==> config.mk <==
export PLATFORM = sky130hd
export DESIGN_NAME = tis_exec_ctl
export DESIGN_NICKNAME = d
export VERILOG_FILES = /design/src/rtl/tis_pkg.sv /design/src/rtl/tis_pc_select.sv /design/src/rtl/tis_exec_ctl.sv
export SDC_FILE = /design/constraint.sdc
export NUM_CORES = 1
export LEC_CHECK = 0
export ABC_AREA = 0
export BUFFER_PORTS_ARGS = -buffer_cell sky130_fd_sc_hd__buf_2
export CORE_ASPECT_RATIO = 0.5
export CORE_MARGIN = 2
export CORE_UTILIZATION = 43
export CTS_BUF_LIST = sky130_fd_sc_hd__clkbuf_8 sky130_fd_sc_hd__clkbuf_16
export DETAILED_ROUTE_END_ITERATION = 12
export PLACE_DENSITY = 0.76
export SETUP_SLACK_MARGIN = 0.05
export SLEW_MARGIN = 20
export SYNTH_ARGS = -nofsm -noshare
export SYNTH_HDL_FRONTEND = slang
export SYNTH_HIERARCHICAL = 1
export SYNTH_SLANG_ARGS = --single-unit
==> constraint.sdc <==
create_clock -name clk -period 3 [get_ports clk]
set_input_delay 0.15 -clock clk [delete_from_list [all_inputs] [get_ports clk]]
set_output_delay 0.15 -clock clk [all_outputs]
set_load 0.01 [all_outputs]
==> src/rtl/tis_pkg.sv <==
`default_nettype none
// ---------------------------------------------------------------------------
// tis_pkg : shared TIS grid defaults and the execution-controller state type.
// Rev 1.0
// ---------------------------------------------------------------------------
package tis_pkg;

  localparam int TIS_NCORES = 12;
  localparam int TIS_PCW    = 4;

  typedef enum logic [2:0] {
    CLEAR = 3'd0,
    IDLE  = 3'd1,
    RUN   = 3'd2,
    STEP  = 3'd3,
    LOAD  = 3'd4
  } exec_state_t;

endpackage
`default_nettype wire

==> src/rtl/tis_pc_select.sv <==
`default_nettype none
// ---------------------------------------------------------------------------
// tis_pc_select : picks one core's PC out of the flat PC bus and flags a match.
// Rev 1.0
// ---------------------------------------------------------------------------
module tis_pc_select
  import tis_pkg::*;
#(
  parameter int NCORES = TIS_NCORES,
  parameter int PCW    = TIS_PCW
) (
  input  logic [NCORES*PCW-1:0] pc_flat,
  input  logic                  bp_en,
  input  logic [3:0]            bp_core,
  input  logic [PCW-1:0]        bp_pc,
  output logic [PCW-1:0]        sel_pc,
  output logic                  match
);

  logic core_ok;

  always_comb begin
    sel_pc = '0;
    for (int i = 0; i < NCORES; i++) begin
      if (bp_core == 4'(i)) sel_pc = pc_flat[i*PCW +: PCW];
    end
  end

  // Out-of-range core indices can never match.
  assign core_ok = ({28'd0, bp_core} < 32'(NCORES));
  assign match   = bp_en && core_ok && (sel_pc == bp_pc);

endmodule
`default_nettype wire

==> src/rtl/tis_exec_ctl.sv <==
`default_nettype none
// ---------------------------------------------------------------------------
// tis_exec_ctl : run/stop/step/clear sequencer with PC breakpoint and loader arbitration.
// Rev 1.0
// ---------------------------------------------------------------------------
module tis_exec_ctl
  import tis_pkg::*;
#(
  parameter int NCORES       = TIS_NCORES,
  parameter int PCW          = TIS_PCW,
  parameter int CYCW         = 16,
  parameter int CLEAR_CYCLES = 2
) (
  input  logic                  clk,
  input  logic                  rst,
  input  logic                  cmd_run,
  input  logic                  cmd_stop,
  input  logic                  cmd_step,
  input  logic                  cmd_clear,
  input  logic                  bp_en,
  input  logic [3:0]            bp_core,
  input  logic [PCW-1:0]        bp_pc,
  input  logic [NCORES*PCW-1:0] pc_flat,
  input  logic                  load_req,
  output logic                  load_gnt,
  output logic                  core_en,
  output logic                  core_rst,
  output logic [2:0]            state,
  output logic                  bp_hit,
  output logic [CYCW-1:0]       cycle_count
);

  localparam int CLRW = $clog2(CLEAR_CYCLES + 1);

  exec_state_t     cur_state, nxt_state;
  logic [CLRW-1:0] clr_cnt;
  logic            first_run;
  logic            bp_match;
  logic            bp_stop;
  logic [PCW-1:0]  sel_pc;

  tis_pc_select #(
    .NCORES (NCORES),
    .PCW    (PCW)
  ) u_pc_select (
    .pc_flat (pc_flat),
    .bp_en   (bp_en),
    .bp_core (bp_core),
    .bp_pc   (bp_pc),
    .sel_pc  (sel_pc),
    .match   (bp_match)
  );

  always_comb begin
    nxt_state = cur_state;
    core_en   = 1'b0;
    bp_stop   = 1'b0;
    case (cur_state)
      CLEAR: begin
        if (clr_cnt == CLRW'(1)) nxt_state = IDLE;
      end
      IDLE: begin
        if (cmd_clear)     nxt_state = CLEAR;
        else if (load_req) nxt_state = LOAD;
        else if (cmd_run)  nxt_state = RUN;
        else if (cmd_step) nxt_state = STEP;
      end
      RUN: begin
        // Masked on the first cycle so a resume at the breakpoint PC moves past it.
        core_en = !(bp_match && !first_run);
        if (cmd_clear)     nxt_state = CLEAR;
        else if (cmd_stop) nxt_state = IDLE;
        else if (bp_match && !first_run) begin
          nxt_state = IDLE;
          bp_stop   = 1'b1;
        end
      end
      STEP: begin
        core_en   = !cmd_clear;
        nxt_state = cmd_clear ? CLEAR : IDLE;
      end
      LOAD: begin
        if (!load_req) nxt_state = CLEAR;
      end
      default: nxt_state = CLEAR;
    endcase
  end

  always_ff @(posedge clk) begin
    if (rst) begin
      cur_state   <= CLEAR;
      clr_cnt     <= CLRW'(CLEAR_CYCLES);
      first_run   <= 1'b0;
      core_rst    <= 1'b1;
      load_gnt    <= 1'b0;
      bp_hit      <= 1'b0;
      cycle_count <= '0;
    end else begin
      cur_state <= nxt_state;
      core_rst  <= (nxt_state == CLEAR);
      load_gnt  <= (nxt_state == LOAD);
      first_run <= (cur_state == IDLE) && (nxt_state == RUN);

      if ((nxt_state == CLEAR) && (cur_state != CLEAR)) clr_cnt <= CLRW'(CLEAR_CYCLES);
      else if (cur_state == CLEAR)                      clr_cnt <= clr_cnt - CLRW'(1);

      if (nxt_state == CLEAR) bp_hit <= 1'b0;
      else if (bp_stop)       bp_hit <= 1'b1;
      else if ((cur_state == IDLE) && ((nxt_state == RUN) || (nxt_state == STEP)))
        bp_hit <= 1'b0;

      if ((nxt_state == CLEAR) || (cur_state == CLEAR)) cycle_count <= '0;
      else if (core_en && (cycle_count != {CYCW{1'b1}})) cycle_count <= cycle_count + 1'b1;
    end
  end

  assign state = cur_state;

endmodule
`default_nettype wire

# Word level (Yosys, flattened, before mapping)

Index checks and enable logic that the tools add are counted.

Reduce and logical (&&, ||, !) cells: 20
Divide/modulo/power cells: 0
Equality and inequality tests: 21
Muxes and demuxes: 30
$lt $le $gt $ge: 1
Add/subtract/negate cells: 2
Multiply operators: 0
Bitwise operators: 0
Shift operators: 0

Operator list:

| kind                                               | number |
|---|---|
| 2-to-1 mux 4 bit                                   | 12 |
| 2-to-1 mux 3 bit                                   | 9 |
| adder 16 x 1 -> 16 bit (second input constant)     | 1 |
| == test 4 x 3 -> 1 bit (second input constant)     | 4 |
| == test 4 bit (second input constant)              | 4 |
| != test 16 bit (second input constant)             | 1 |
| one-hot mux 3 bit (5 select lines)                 | 1 |
| == test 3 x 2 -> 1 bit (second input constant)     | 4 |
| == test 4 x 2 -> 1 bit (second input constant)     | 2 |
| logical AND 1 bit                                  | 7 |
| 2-to-1 mux 1 bit                                   | 7 |
| == test 3 bit (second input constant)              | 2 |
| logical NOT 3 bit                                  | 2 |
| OR reduction 2 bit                                 | 3 |
| == test 4 x 1 -> 1 bit (second input constant)     | 1 |
| == test 4 bit                                      | 1 |
| logical NOT 4 bit                                  | 1 |
| less-than comparator 4 bit (second input constant) | 1 |
| == test 3 x 1 -> 1 bit (second input constant)     | 1 |
| logical NOT 1 bit                                  | 3 |
| nonzero test 3 bit                                 | 1 |
| == test 2 x 1 -> 1 bit (second input constant)     | 1 |
| logical OR 1 bit                                   | 2 |
| one-hot mux 1 bit (2 select lines)                 | 1 |
| 2 further kinds                                    | 2 |

Bits in registers: 25
Logic and storage cells: 81
Output and inout bits: 23
Memories kept: 0
RAM bits: 0
Latch bits: 0
Bits in read-only memories: 0
Bits of input ports: 64

# Longest topological paths before layout

Word-level depth: 25
Depth in mapped cells: 16

# Modules after synthesis

The synthesis kept the hierarchy.

By module, submodules not included:

| module        | cells each | seq. area each (µm²) | instances | area an instance (µm²) |
|---|---|---|---|---|
| tis_exec_ctl  | 137        | 500.5                | 1         | 1224.9 |
| tis_pc_select | 131        | 0.0                  | 1         | 878.3 |

# Least setup slack after synthesis

OpenSTA, ideal clock, no wires.

Path kind: in2reg
From: input bp_core[1]
To: register cycle_count[15]
Setup slack: -24 ps
Arrival: 2954 ps
Setup time: 70 ps
Cell stages on the path: 13
Cell sequence: buf_6 > or3b_4 > a21oi_1 > a31oi_1 > or2_1 > a221oi_1 > nor4_1 > or3b_2 > nand4b_4 > or4_1 > buf_2 > or4_1 > a21oi_1

Longest elaborated chain between the ends: 23
Elaborated cells on any way between the ends: 39
Classes of those cells: order compare: 1; eq/ne: 12; mux: 17; reduce/logical: 9

Ends and longest elaborated chain:

| what                               | line                                   | RTL |
|---|---|---|
| from (decl)                        | tis_exec_ctl.sv:21                     | `input logic [3:0] bp_core,` |
| logical NOT 4 bit                  | tis_pc_select.sv:25                    | `if (bp_core == 4'(i)) sel_pc = pc_flat[i*PCW +: PCW];` |
| 2-to-1 mux 4 bit (12 in a row)     | tis_pc_select.sv:25                    |  |
| == test 4 bit                      | tis_pc_select.sv:31                    | `assign match = bp_en && core_ok && (sel_pc == bp_pc);` |
| logical AND 1 bit *                | tis_pc_select.sv:31                    |  |
| named net bp_match                 | tis_exec_ctl.sv:38                     | `logic bp_match;` |
| logical AND 1 bit *                | tis_exec_ctl.sv:70, tis_exec_ctl.sv:73 |  |
| 2-to-1 mux 3 bit                   | tis_exec_ctl.sv:73                     | `else if (bp_match && !first_run) begin` |
| 2-to-1 mux 3 bit                   | tis_exec_ctl.sv:72                     | `else if (cmd_stop) nxt_state = IDLE;` |
| 2-to-1 mux 3 bit                   | tis_exec_ctl.sv:71                     | `if (cmd_clear) nxt_state = CLEAR;` |
| one-hot mux 3 bit (5 select lines) | tis_exec_ctl.sv:58                     | `case (cur_state)` |
| logical NOT 3 bit                  | tis_exec_ctl.sv:112                    | `if ((nxt_state == CLEAR) \|\| (cur_state == CLEAR)) cycle_count <= '0;` |
| logical OR 1 bit                   | tis_exec_ctl.sv:112                    |  |
| OR reduction 2 bit (no line)       | -                                      |  |
| to (signal assigned)               | tis_exec_ctl.sv:113                    | `else if (core_en && (cycle_count != {CYCW{1'b1}})) cycle_count <= cycle_count + 1'b1;` |
| to (decl)                          | tis_exec_ctl.sv:30                     | `output logic [CYCW-1:0] cycle_count` |

Mark *: on every way through the listed nets, which the timed path passes. The rest lies on a longest branch.
A chain may end at the register's enable or synchronous reset.

# Worst setup path in the final report

From: input bp_core[0]
To: register cycle_count[15]

Same word-level chain as after synthesis.

==> key figures <==
Synthesis
  – Synthesized area: a little over 0.002 mm²
  – Synth Area per Inst: between 7 and 8 µm²
  – Cells after synthesis: 261
  – Syn Nets: approximately 330
  – Synth Warn #: 6

Power
  – Overall Power: between 700 and 800 µW
  – Static Leak: roughly 0.0011 µW
  – Cell Pwr Density: 271 mW/mm²
  – Worst vdd ir: ~190 µV

Setup path
  – CP Buf/Inv Count: 2
  – Delay of the slowest cell on the worst path: around 0.47 ns
  – Worst EP arrival: around 3 ns
  – Critical Path End Type: flop
  – CP cell instances: buf_2 > buf_12 > nand2b_1 > a2bb2oi_1 > a31oi_1 > o211a_1 > nor3_1 > nor4_1 > or3b_2 > nand4b_4 > or4_4 > or4_1 > a21oi_1
  – Critical Path Fanout Max: 20
  – Critical path required time: about 3.2 ns
  – CP Class: input port to flop
  – Startpoint Class: input port
  – Slowest cell on crit path: or4_4
  – Crit-path leading delay family: simple AND/OR/NAND/NOR gates

Layout
  – Fillers: between 400 and 500
  – Nets@finish: about 420
  – Highest-count cells in the layout ignoring fill and taps: buf_2, nor2_1, dfxtp_1
  – # diodes: 0
  – Final core occ: 0.597
  – Layout cells sized above 1: 0.362
  – Syn-to-layout area delta: 30.6%
  – Leading cell type in the layout, fill and taps excluded: buf_2

Global routing
  – First-pass GRT wire length: approximately 9000 µm
  – GR Overflow Total: 0
  – Initial antenna violation count: 0
  – Total GRT Usage: 0.210
  – Largest net degree at the start of global routing: 21
  – Vias in the first global route: roughly 2100

Clock tree
  – H-Tree Depth: 1
  – CTS Buf Count: 3
  – Max Root-Sink Buffers: 2
  – Total clock sinks: 25
  – Clk Latency, worst-skew pair: 0.27 ns
  – CTS tree: built
  – Root buffer cell: clkbuf_8
  – Clock Pin Slew Worst Setup and Hold Paths: 0.09 ns
  – Cts hold-fix bufs: 0

Timing
  – Worst slew pin tran: approximately 0.74 ns
  – Tcrit/Tclk final: 0.923
  – Crit path time final: around 2.8 ns
  – Final hold vios: 0
  – Fmax: approximately 360 MHz
  – RSZ-0062 raised after global routing: yes
  – Final clock skew: approximately 0.0054 ns
  – Setup TNS: 0 ns
  – Slew Limit Fails: 0
  – # setup viols final: 0
  – Slew Limit Headroom: 0.504
  – Final worst slack: around 0.23 ns

Place
  – Dpl ws: -0.0774 ns
  – Routability cong.: approximately 0.85
  – DP HPWL: approximately 4500 µm
  – # port buffers: 86

Flow run
  – Max Cap Viol: 0

Die
  – Die Width: between 100 and 150 µm
  – Initial core utilization: 0.457
  – Total die area: about 0.0054 mm²
  – Cell row count: 17
  – Ports: 87
  – Die H: approximately 53 µm
  – CORE AREA: 0.00449 mm²

Drt
  – DR vias: 2320
  – 1st-pass router iterations: 4
  – Drt via density: ~5.5
  – Final ANT Viol Nets: 0
  – DR DRC count: 0
  – Iteration-0 DRC Markers: 82
  – Detailed Route WL: roughly 5600 µm
  – Wirelength per Cell: 13.4 µm

Min path
  – Worst min path class: input port to flop

Status
  – Status: finished, final reports clean
routing by layer:
metal | up-vias | track usage | wire length (µm)
met3 | 12 | 0.0253 | 360
li1 | 1168 | - | -
met4 | 0 | 0.0743 | 97
met5 | - | 0 | 0
met2 | 83 | 0.372 | 2540
met1 | 1057 | 0.266 | 2620
power breakdown:
group          internal [µW]  switching, µW  leakage [µW]
Combinational           95.2           91.7      0.000900
Clock                   91.7            106     0.0000269
Sequential               338           4.83      0.000202
Total                    524            202       0.00113
state kept, by name (all words and copies together) (netlist names):
name         cells
bp_hit           1
load_gnt         1
first_run        1
cycle_count     16
core_rst         1
state            3
clr_cnt          2
path summary, 6_finish.rpt:
check        cells after the start         endpoint  slack, ns           start
min                              2         state[1]       0.14             rst
max reg2reg                      6   cycle_count[9]       0.88  cycle_count[3]
max                             13  cycle_count[15]       0.23      bp_core[0]
min reg2reg                      1       clr_cnt[0]       0.47      clr_cnt[0]
final cells by class:
class	instances	area [µm²]	share of cell area
repair buffers	107	601	0.224
well taps	66	82.6	0.0308
clock inverters	1	3.75	0.00140
flip-flops and latches	25	500	0.187
clock buffers	3	41.3	0.0154
inverters	10	37.5	0.0140
multi-input cells	208	1410	0.527
repair_timing:
action | in CTS | in global routing
gates resized for setup | 0 | 2
setup buffers | 0 | 0
setup endpoints to repair | 0 | 14
stage by stage:
step / std cells / hold WS [ns] / area (µm²)
CTS: 420 / 0.130 / 2670
finish: 420 / 0.138 / 2680
global route: 420 / 0.145 / 2680
floorplan: 261 / 0.340 / 2060
global placement: 416 / 0.410 / 2630
detailed placement: 416 / 0.420 / 2630
Power figures use the tool's default switching activity.
